--- src/rtl/oam_dma_loader.sv ---
// Sprite-DMA engine: on a CPU write of page P to TRIG_ADDR, copies LEN bytes from P:00.. into the RAM
// write port while holding the CPU stalled, using alternating read/write cycles with optional parity alignment.
module oam_dma_loader #(
    parameter int unsigned        ADDR_W    = 15,
    parameter logic [ADDR_W-1:0]  DEST_BASE = '0,
    parameter int unsigned        LEN       = 256,
    parameter logic [15:0]        TRIG_ADDR = 16'h4014
) (
    input  logic              clock,
    input  logic              reset,
    input  logic              cpu_we,
    input  logic [15:0]       cpu_addr,
    input  logic [7:0]        cpu_wdata,
    output logic              cpu_rdy,
    output logic              busy,
    output logic              src_re,
    output logic [15:0]       src_addr,
    input  logic [7:0]        src_data,
    output logic              we,
    output logic [ADDR_W-1:0] w_addr,
    output logic [7:0]        w_data
);

    typedef enum logic [2:0] {
        IDLE,
        HALT,
        ALIGN,
        READ,
        WRITE
    } state_t;

    localparam logic [7:0] LAST = 8'(LEN - 1);

    state_t            state;
    logic [7:0]        idx;
    logic [7:0]        page;
    logic [7:0]        data;
    logic              phase;
    logic              trigger;
    logic [ADDR_W-1:0] idx_ext;

    assign trigger = cpu_we && (cpu_addr == TRIG_ADDR);
    assign idx_ext = ADDR_W'(idx);
    assign w_data  = data;

    // Outputs are registered alongside the state so each one is valid for exactly the state it belongs to.
    always_ff @(posedge clock) begin
        if (!reset) begin
            state    <= IDLE;
            idx      <= '0;
            page     <= '0;
            data     <= '0;
            phase    <= 1'b0;
            cpu_rdy  <= 1'b1;
            busy     <= 1'b0;
            src_re   <= 1'b0;
            src_addr <= '0;
            we       <= 1'b0;
            w_addr   <= '0;
        end else begin
            phase <= ~phase;
            unique case (state)
                IDLE: begin
                    if (trigger) begin
                        page    <= cpu_wdata;
                        idx     <= '0;
                        state   <= HALT;
                        cpu_rdy <= 1'b0;
                        busy    <= 1'b1;
                    end
                end
                HALT: begin
                    if (phase) begin
                        state <= ALIGN;
                    end else begin
                        state    <= READ;
                        src_re   <= 1'b1;
                        src_addr <= {page, idx};
                    end
                end
                ALIGN: begin
                    state    <= READ;
                    src_re   <= 1'b1;
                    src_addr <= {page, idx};
                end
                READ: begin
                    data   <= src_data;
                    state  <= WRITE;
                    src_re <= 1'b0;
                    we     <= 1'b1;
                    w_addr <= DEST_BASE + idx_ext;
                end
                WRITE: begin
                    we <= 1'b0;
                    if (idx == LAST) begin
                        state   <= IDLE;
                        cpu_rdy <= 1'b1;
                        busy    <= 1'b0;
                    end else begin
                        idx      <= idx + 8'd1;
                        state    <= READ;
                        src_re   <= 1'b1;
                        src_addr <= {page, idx + 8'd1};
                    end
                end
                default: begin
                    state <= IDLE;
                end
            endcase
        end
    end

endmodule
--- config.mk ---
export PLATFORM = sky130hd
export DESIGN_NAME = oam_dma_loader
export DESIGN_NICKNAME = d
export VERILOG_FILES = /design/src/rtl/oam_dma_loader.sv
export SDC_FILE = /design/constraint.sdc
export NUM_CORES = 1
export LEC_CHECK = 0
export ABC_AREA = 1
export BUFFER_PORTS_ARGS = -buffer_cell sky130_fd_sc_hd__buf_2
export CORE_MARGIN = 10
export CORE_UTILIZATION = 30
export CTS_CLUSTER_SIZE = 8
export DETAILED_ROUTE_END_ITERATION = 10
export PLACE_DENSITY = 0.58
export SLEW_MARGIN = 25
export SYNTH_ARGS = -nofsm -noshare
export SYNTH_HDL_FRONTEND = slang
export SYNTH_SLANG_ARGS = --single-unit
--- constraint.sdc ---
create_clock -name clock -period 1.4 [get_ports clock]
set_input_delay 0.42 -clock clock [delete_from_list [all_inputs] [get_ports clock]]
set_output_delay 0.42 -clock clock [all_outputs]
set_load 0.1 [all_outputs]
==> results.yml, run 1 <==
placement:
  place_hpwl_mm: 5.061
  port_buffers: 70
  routabilityCongestion: 0.8215
  post-place-cells: 530
die:
  effective_utilization_at_floorplan_pct: 30.48
  core_area_mm2: 0.008636
  core.rowCount: 34
  overall_die_width_um: 113.7
  num_io_pins: 78
  die_area_mm2: 0.01292
  die_h_um: 113.7
power:
  internal-power_uw: 2683
  power_density_relative_to_cell_area_mw_per_mm2: 1143
  power.clock.fraction_pct: 18.8
  netSwitchingFraction_pct: 41.73
  cellLeakagePower_uw: 0.001907
  irDropWorstVdd_mv: 0.6564
  pwr-share-comb_pct: 41.4
  seq_power_share_pct: 39.7
  power_switching_uw: 1922
  report.power.total_uw: 4605
worst_setup_path:
  end_kind: "flip-flop"
  critPathArrivalTime_ns: 1.63
  critPathKind: "reg2reg"
  path_max_fanout: 8
  required_ns: 1.65
  timing.critical_path.from_type: "flip-flop"
route:
  routed_wire_length_per_instance_um: 13.58
  finalWirelength_mm: 7.415
  postRouteAntennaNets: 0
  drcViolationCount: 0
  vias_after_detailed_routing: 2434
  drt_first_pass_iters: 4
  avgViaCountPerCell: 4.458
  initialDrtViolationCount: 96
cts:
  clk_pin_slew_ns: 0.10
  cts_max_level: 2
  clock_insertion_delay_worst_skew_ns: 0.31
  cts.path.max_buffers: 2
  cts.root.buffer_cell: "clkbuf_8"
  tritoncts: "yes"
  cts_inserted_buffers: 5
  clkSinkCount: 56
global_routing:
  grt-ovfl-total: 0
  global_route.usage.total_pct: 11.02
  first_global_vias: 2428
  maximum_number_of_pins_on_one_net_before_global_route_repair: 52
  grt_first_pass_wirelength_mm: 11.82
  grt_antenna_before_repair: 0
timing:
  min_cycle_time_layout_ns: 1.380
  finalHoldViolCount: 0
  slew_viol_final: 0
  clock-skew-final_ns: 0.006514
  finalSetupViolCount: 0
  rsz0062_at_grt: "yes"
  period_share_pct: 98.57
  max_freq_mhz: 724.7
  setup-tns-final_ns: 0
status:
  run_status: "completed"
synthesis:
  ys_seq_area_share_pct: 42.59
  most_frequently_used_flop_master_after_synthesis: "dfxtp_1"
  synth.distinct_cells: 37
  synth-xor-area-share_pct: 0.3327
  synth_area_leader_cell: "dfxtp_1"
  ys_warn_count: 0
  syn_avg_cell_area_um2: 7.458
  postSynth.asyncResetShare_pct: 0
  synth_most_common_cell: "nor2_1"
  netlist_instances: 353
  simple_gate_area_share_of_the_yosys_netlist_pct: 33.27
  synth_edf_count: 0
  synth_compound_gate_area_share_pct: 10.84
  ys_top_cells_by_area: "dfxtp_1 43%, nor2_1 11%, nand2_1 6.3%"
  ys_ff_latch: 56
  synth_mux_area_share_pct: 0
  synth_area_mm2: 0.002633
  synth_largest_type_area_fraction_pct: 42.59
  dominant_combinational_cell_family_by_area_after_synthesis: "simple AND/OR/NAND/NOR gates"
  synth-adder-area-share_pct: 0.9506
  yosys-top-cells-count: "77 x nor2_1, 56 x dfxtp_1, 44 x nand2_1"
final_layout:
  nNetsFinal: 474
  diodes: 0
  final-instance-count-excl-fill: 546
  flow.area_growth_from_synthesis_pct: 52.99
  filler_cell_count: 832
  layout_cells_sized_above_1_pct: 38.81
flow_run:
  timing.max_cap.violations: 0
worst_hold_path:
  hp-class: "in2reg"
-- per-layer routing --
layer  vias up  routed length (um)  GRT usage (%)
li1       1254                   -              -
met1      1095                3133          12.76
met2        75                3423          17.56
met3        10                 770          5.617
met4         0                  88          2.876
met5         -                   0              0
-- worst max-delay path, cell delays in order, from the launching register on --
cell and delay [ns]:
dfxtp_1 0.45, nand2_2 0.11, nor2_4 0.15, nand2_8 0.08
nand2_8 0.13, nand2_8 0.12, inv_16 0.14, nor2_2 0.04
nor2_1 0.10
-- worst paths after layout --
kind,slack (ns),endpoint,from,cells after the start
max,0.02,src_addr[2],idx[7],8
min,0.34,page[1],cpu_wdata[1],3
max reg2reg,0.02,src_addr[2],idx[7],8
min reg2reg,0.44,phase,phase,1
-- through the flow --
step | util (%) | setup slack, ns | area (um2) | hold slack (ns)
global placement | 42.32 | -0.09257 | 3655 | 0.4277
detailed placement | 42.32 | -0.1171 | 3655 | 0.4289
floorplan | - | 0.01243 | 2655 | 0.4132
global route | 46.64 | -0.03493 | 4028 | 0.3321
finish | 46.64 | 0.02003 | 4028 | 0.3374
CTS | 43.90 | 0.01094 | 3791 | 0.3220
-- timing repair --
action / CTS / global route
hold buffers: 0 / 0
pin swaps: 2 / 22
endpoints found under the setup margin: 16 / 26
resized for setup: 9 / 50
cloned: 2 / 2
setup buffers: 0 / 4
-- area by class of cell --
cell class	instances	area (um2)	share of cell area, %
multi-input cells	245	1401	34.79
flip-flops and latches	56	1129	28.02
repair buffers	88	1092	27.12
inverters	40	173.9	4.318
well taps	108	135.1	3.355
clock buffers	7	76.32	1.895
repair inverters	1	11.26	0.2796
clock inverters	1	8.758	0.2175
-- cells in the final DEF, fill, tap and decap left out, types with 2 or more instances in the layout --
cell type	count
nand3_1	9
dfxtp_2	6
o21ai_1	17
nand2_2	4
nand3_2	8
nor2_2	24
dfxtp_1	50
clkbuf_8	5
a21oi_1	12
o21ai_0	22
nor2_1	67
nand2_4	4
clkbuf_1	2
conb_1	7
buf_12	39
nand2_1	42
buf_4	12
inv_2	3
inv_1	34
o21ai_2	3
nor2_4	10
buf_2	34
nor3_2	2
nand2_8	3
-- cells by family after synthesis --
kind of cell	after synthesis
buffers and inverters	60
XOR/XNOR	1
AO/OA/AOI/OAI	56
flip-flops	56
other	1
adder cells (fa/ha/maj)	2
AND/OR/NAND/NOR	177
-- registers in the layout, summed over array words and instances, names as in the netlist --
signal,flops
busy,1
cpu_rdy,1
idx,8
page,8
phase,1
src_addr,16
src_re,1
state,3
w_addr,8
w_data,8
we,1
-- power by group through the flow --
stage	sequential [uW]	clock [uW]	combinational (uW)
finish	1830	867	1910
global route	1840	971	2010
CTS	1830	905	1840
detailed placement	1860	0	1800
global placement	1860	0	1780
floorplan	2550	0	518
Note: power is estimated with default switching activity, not from simulation.
==> inputs of run 2 (changes only) <==
--- a/config.mk
+++ b/config.mk
@@ -12,6 +12,7 @@
 export CTS_CLUSTER_SIZE = 8
 export DETAILED_ROUTE_END_ITERATION = 10
 export PLACE_DENSITY = 0.58
+export SETUP_SLACK_MARGIN = 0.2
 export SLEW_MARGIN = 25
 export SYNTH_ARGS = -nofsm -noshare
 export SYNTH_HDL_FRONTEND = slang
==> results.yml, run 2 (synthesis gave the netlist of run 1 again) <==
route:
  drt_first_pass_iters: 4
  postRouteAntennaNets: 0
  finalWirelength_mm: 7.314
  drcViolationCount: 0
  initialDrtViolationCount: 98
  avgViaCountPerCell: 4.481
  routed_wire_length_per_instance_um: 13.27
  vias_after_detailed_routing: 2469
timing:
  period_share_pct: 95.54
  min_cycle_time_layout_ns: 1.338
  max_freq_mhz: 747.6
  setup-tns-final_ns: 0
  rsz0062_at_grt: "yes"
  clock-skew-final_ns: 0.005093
  finalHoldViolCount: 0
  slew_viol_final: 0
  finalSetupViolCount: 0
global_routing:
  first_global_vias: 2484
  grt-ovfl-total: 0
  global_route.usage.total_pct: 10.78
  grt_first_pass_wirelength_mm: 11.79
  grt_antenna_before_repair: 0
  maximum_number_of_pins_on_one_net_before_global_route_repair: 52
die:
  core_area_mm2: 0.008636
  num_io_pins: 78
  overall_die_width_um: 113.7
  effective_utilization_at_floorplan_pct: 30.48
  die_h_um: 113.7
  die_area_mm2: 0.01292
  core.rowCount: 34
power:
  internal-power_uw: 2737
  report.power.total_uw: 4672
  cellLeakagePower_uw: 0.001915
  power.clock.fraction_pct: 18.2
  seq_power_share_pct: 39.9
  power_density_relative_to_cell_area_mw_per_mm2: 1126
  power_switching_uw: 1935
  pwr-share-comb_pct: 41.9
  netSwitchingFraction_pct: 41.41
  irDropWorstVdd_mv: 0.9399
final_layout:
  layout_cells_sized_above_1_pct: 49.21
  layout.cells.most_common: "nor2_1"
  registers.top_by_ff_count: "src_addr"
  flow.area_growth_from_synthesis_pct: 57.56
  diodes: 0
  filler_cell_count: 830
  nNetsFinal: 480
  flip_flop_count_of_the_largest_register_all_copies_and_words_added: 16
  layout_common_cells: "70 x nor2_1, 40 x nand2_1, 38 x buf_12"
  area_of_combinational_cells_with_multiple_inputs_mm2: 0.001430
  seqCellArea_mm2: 0.001196
placement:
  routabilityCongestion: 0.8056
  port_buffers: 70
  place_hpwl_mm: 5.001
worst_setup_path:
  critPathMaxStageDelay_ns: 0.38
  crit_path_cell_trace: "inv_4 -> nand2_8 -> nor2_8 -> inv_6 -> nor2_4 -> buf_4 -> inv_1 -> nand2_1 -> a21oi_2"
  path_max_fanout: 6
  required_ns: 1.60
  critical_register_to_register_path_endpoint: "busy"
  timing.reg2reg.setup_slack_ns: 0.06
  timing.critical_path.from_type: "flip-flop"
  end_kind: "flip-flop"
  critPathArrivalTime_ns: 1.53
  critPathKind: "reg2reg"
  worst_r2r_startpoint: "state[1]"
  critPathSlowestCell: "dfxtp_4"
  worst_r2r_path_depth: 9
cts:
  cts_max_level: 2
  cts_inserted_buffers: 5
  cts.path.max_buffers: 2
  cts.root.buffer_cell: "clkbuf_8"
  clk_pin_slew_ns: 0.10
  clkSinkCount: 56
  tritoncts: "yes"
  clock_insertion_delay_worst_skew_ns: 0.30
worst_hold_path:
  hold_path.startpoint: "cpu_wdata[3]"
  whs_path_depth: 3
  hp-class: "in2reg"
  hold-path-endpoint: "page[3]"
status:
  run_status: "completed"
flow_run:
  timing.max_cap.violations: 0
[run 2: cell types whose count changed in the layout (fill, tap and decap cells not counted), sizes merged]
cell      before  now
buf           87   94
clkbuf         8    5
clkinv         1    2
clkinvlp       0    1
inv           41   40
[run 2: worst max-delay path: cells and delay by family, from the launching register on]
| kind | cells | cell delay [ns] |
|---|---|---|
| and+or+nand+nor | 4 | 0.48 |
| DFF | 1 | 0.38 |
| buffers and inverters | 4 | 0.32 |
| AOI/OAI and AO/OA | 1 | 0.05 |
[run 2: metrics by stage]
step / hold slack, ns / worst slack (ns) / instances / area (um2) / util, %
detailed placement: 0.4329 / -0.09866 / 527 / 3722 / 43.10
floorplan: 0.4132 / 0.07798 / 359 / 2751 / -
global route: 0.3320 / -0.0003320 / 551 / 4148 / 48.03
global placement: 0.4261 / -0.05746 / 527 / 3722 / 43.10
CTS: 0.3292 / 0.06649 / 545 / 4025 / 46.61
finish: 0.3360 / 0.06241 / 551 / 4148 / 48.03
[run 2: layer usage]
| layer | vias to the layer above | GRT usage [%] | share of wire (%) |
|---|---|---|---|
| li1 | 1269 | - | - |
| met1 | 1137 | 12.67 | 43 |
| met2 | 57 | 18.29 | 49 |
| met3 | 6 | 4.252 | 7.7 |
| met4 | 0 | 1.861 | 0.52 |
| met5 | - | 0 | 0 |
[run 2: worst max path at each step]
stage,from,to,slack [ns],depth (start not counted)
floorplan,idx[1],src_addr[10],0.08,10
detailed placement,cpu_addr[7],idx[3],-0.1,9
global route,state[1],idx[3],-0.0003,9
global placement,cpu_addr[3],idx[0],-0.06,8
CTS,state[1],idx[3],0.07,8
finish,state[1],busy,0.06,9
[run 2: final cells by class]
cell class                 count  share of cell area (%)
clock inverter                 2                  0.3017
inverter                      40                   4.284
sequential                    56                   28.84
multi-input combinational    245                   34.48
timing repair inverter         1                  0.2715
clock buffer                   5                   1.659
tap                          108                   3.258
timing repair buffer          94                   26.91
[run 2: timing repair]
action | CTS | global route
pin swaps | 16 | 9
setup buffers | 7 | 5
hold buffers | 0 | 0
setup endpoints to repair | 80 | 86
cloned | 4 | 1
resized for setup | 42 | 28
[run 2: power by group through the flow]
stage	Clock, uW	Sequential (uW)	Combinational [uW]
final	851	1870	1960
after floorplan	0	2580	524
after CTS	890	1870	1920
after global placement	0	1890	1780
after global routing	945	1880	2050
after detailed placement	0	1900	1790
==> inputs of run 3 (changes only) <==
--- a/config.mk
+++ b/config.mk
@@ -11,7 +11,7 @@
 export CORE_UTILIZATION = 30
 export CTS_CLUSTER_SIZE = 8
 export DETAILED_ROUTE_END_ITERATION = 10
-export PLACE_DENSITY = 0.58
+export PLACE_DENSITY = 0.56
 export SETUP_SLACK_MARGIN = 0.2
 export SLEW_MARGIN = 25
 export SYNTH_ARGS = -nofsm -noshare
==> constraint.sdc (replaced) <==
create_clock -name clock -period 1.3 [get_ports clock]
set_input_delay 0.39 -clock clock [delete_from_list [all_inputs] [get_ports clock]]
set_output_delay 0.39 -clock clock [all_outputs]
set_load 0.1 [all_outputs]
==> results.yml, run 3 (synthesis gave the netlist of run 1 again) <==
route:
  drcViolationCount: 0
  routed_wire_length_per_instance_um: 13.97
  postRouteAntennaNets: 0
  drt_first_pass_iters: 4
  initialDrtViolationCount: 82
  avgViaCountPerCell: 4.502
  finalWirelength_mm: 8.131
  vias_after_detailed_routing: 2620
cts:
  cts_hold_repair.buffers: 0
  tritoncts: "yes"
  cts_inserted_buffers: 5
  clk_pin_slew_ns: 0.11
  cts.root.buffer_cell: "clkbuf_8"
  cts_max_level: 2
  clkSinkCount: 56
  cts.path.max_buffers: 2
  clock_insertion_delay_worst_skew_ns: 0.31
global_routing:
  grt_first_pass_wirelength_mm: 12.23
  maximum_number_of_pins_on_one_net_before_global_route_repair: 27
  global_route.usage.total_pct: 11.44
  grt_antenna_before_repair: 0
  grt-ovfl-total: 0
  first_global_vias: 2436
die:
  overall_die_width_um: 113.7
  die_h_um: 113.7
  num_io_pins: 78
  effective_utilization_at_floorplan_pct: 30.48
  core.rowCount: 34
  core_area_mm2: 0.008636
  die_area_mm2: 0.01292
status:
  failed_checks: "negative setup slack"
  run_status: "complete, but fails checks"
final_layout:
  flip_flop_count_of_the_largest_register_all_copies_and_words_added: 16
  layout.cells.most_common: "nor2_1"
  nNetsFinal: 510
  flow.area_growth_from_synthesis_pct: 77.52
  layout_cells_sized_above_1_pct: 57.17
  finish.utilization_pct: 54.11
  finalInstanceArea_mm2: 0.004673
  layout_common_cells: "65 x nor2_1, 40 x buf_12, 36 x buf_4"
  diodes: 0
  filler_cell_count: 781
  registers.top_by_ff_count: "src_addr"
worst_setup_path:
  critPathKind: "reg2reg"
  critPathLaunch: "state[2]"
  critical_register_to_register_path_endpoint: "src_addr[13]"
  end_kind: "flip-flop"
  critical_path_buf_inv_count: 1
  critPathMaxStageDelay_ns: 0.39
  required_ns: 1.54
  crit_path_cell_trace: "nor3_2 -> a21oi_4 -> nand2_8 -> buf_12 -> o21ai_2 -> nor2_1"
  setup.worst_path.end: "src_addr[13]"
  timing.reg2reg.setup_slack_ns: -0.07
  timing.critical_path.from_type: "flip-flop"
  critPathArrivalTime_ns: 1.62
  worst_r2r_startpoint: "state[2]"
  worst_r2r_path_depth: 6
  critPathTopFamily: "simple AND/OR/NAND/NOR gates"
  critPathSlowestCell: "dfxtp_4"
  timing.critical_path.depth: 6
  path_max_fanout: 8
timing:
  slew_viol_final: 0
  setup_slack_ns: -0.07439
  finalHoldViolCount: 0
  finalSetupViolCount: 28
  period_share_pct: 105.7
  hold_slack_ns: 0.2960
  min_cycle_time_layout_ns: 1.374
  clock-skew-final_ns: 0.01175
  rsz0062_at_grt: "yes"
  setup-tns-final_ns: -1.072
  max_freq_mhz: 727.6
power:
  irDropWorstVdd_mv: 1.050
  cellLeakagePower_uw: 0.002136
  power_density_relative_to_cell_area_mw_per_mm2: 1151
placement:
  placedInstanceArea_mm2: 0.003829
  port_buffers: 70
  place_hpwl_mm: 5.180
  dp_worst_setup_slack_ns: -0.1678
  routabilityCongestion: 0.8049
worst_hold_path:
  hp-class: "in2reg"
flow_run:
  timing.max_cap.violations: 0
## run 3: changes by cell type in the layout (fill, tap and decap cells not counted), moves of 4 or more
cell     delta
a21oi_1     -4
buf_4      +21
buf_6       +4
dfxtp_2     -7
dfxtp_4     +6
nand2_1     -6
nand2_2     +5
nor2_1      -5
nor2_2      +5
o21ai_0     -5
o21ai_1     -5
o21ai_2     +8
## run 3: layer usage
layer | vias up | track usage (%) | share of wire (%)
met3 | 8 | 4.252 | 7.1
met4 | 0 | 2.284 | 0.96
met5 | - | 0 | 0
li1 | 1339 | - | -
met2 | 69 | 19.09 | 50
met1 | 1204 | 13.75 | 42
## run 3: layout make-up
type / count / area [um2] / share of cell area, %
clock inverters: 2 / 35.03 / 0.7497
repair buffers: 126 / 1501 / 32.13
multi-input cells: 244 / 1531 / 32.77
inverters: 40 / 187.7 / 4.016
well taps: 108 / 135.1 / 2.892
flip-flops and latches: 56 / 1210 / 25.89
clock buffers: 6 / 72.57 / 1.553
## run 3: timing repair
item,4_1_cts,5_1_grt
pin swaps,7,23
gates resized for setup,47,73
buffers inserted,17,11
gates cloned,4,3
endpoints found under the setup margin,85,90
## run 3: how the worst min path moves through the flow
stage | startpoint | to | depth (start not counted)
floorplan | phase | phase | 1
global placement | phase | phase | 1
detailed placement | phase | phase | 1
CTS | cpu_wdata[7] | page[7] | 3
global route | cpu_wdata[3] | page[3] | 3
finish | cpu_wdata[0] | page[0] | 3
## run 3: report_power, final
group / total, uW / switching, uW / internal (uW)
Sequential: 2000 / 147 / 1850
Clock: 1150 / 576 / 574
Combinational: 2230 / 1410 / 813
Total: 5380 / 2140 / 3240
## run 3: worst register-to-register path, stage by stage (launching register included)
cell     delay [ns]
dfxtp_4        0.39
nor3_2         0.34
a21oi_4        0.15
nand2_8        0.13
buf_12         0.14
o21ai_2        0.05
nor2_1         0.10
## run 3: stage by stage
step / total power, uW / instances
finish: 5378 / 582
global route: 5599 / 582
CTS: 5342 / 568
detailed placement: 4016 / 539
global placement: 4001 / 539
floorplan: 3345 / 359
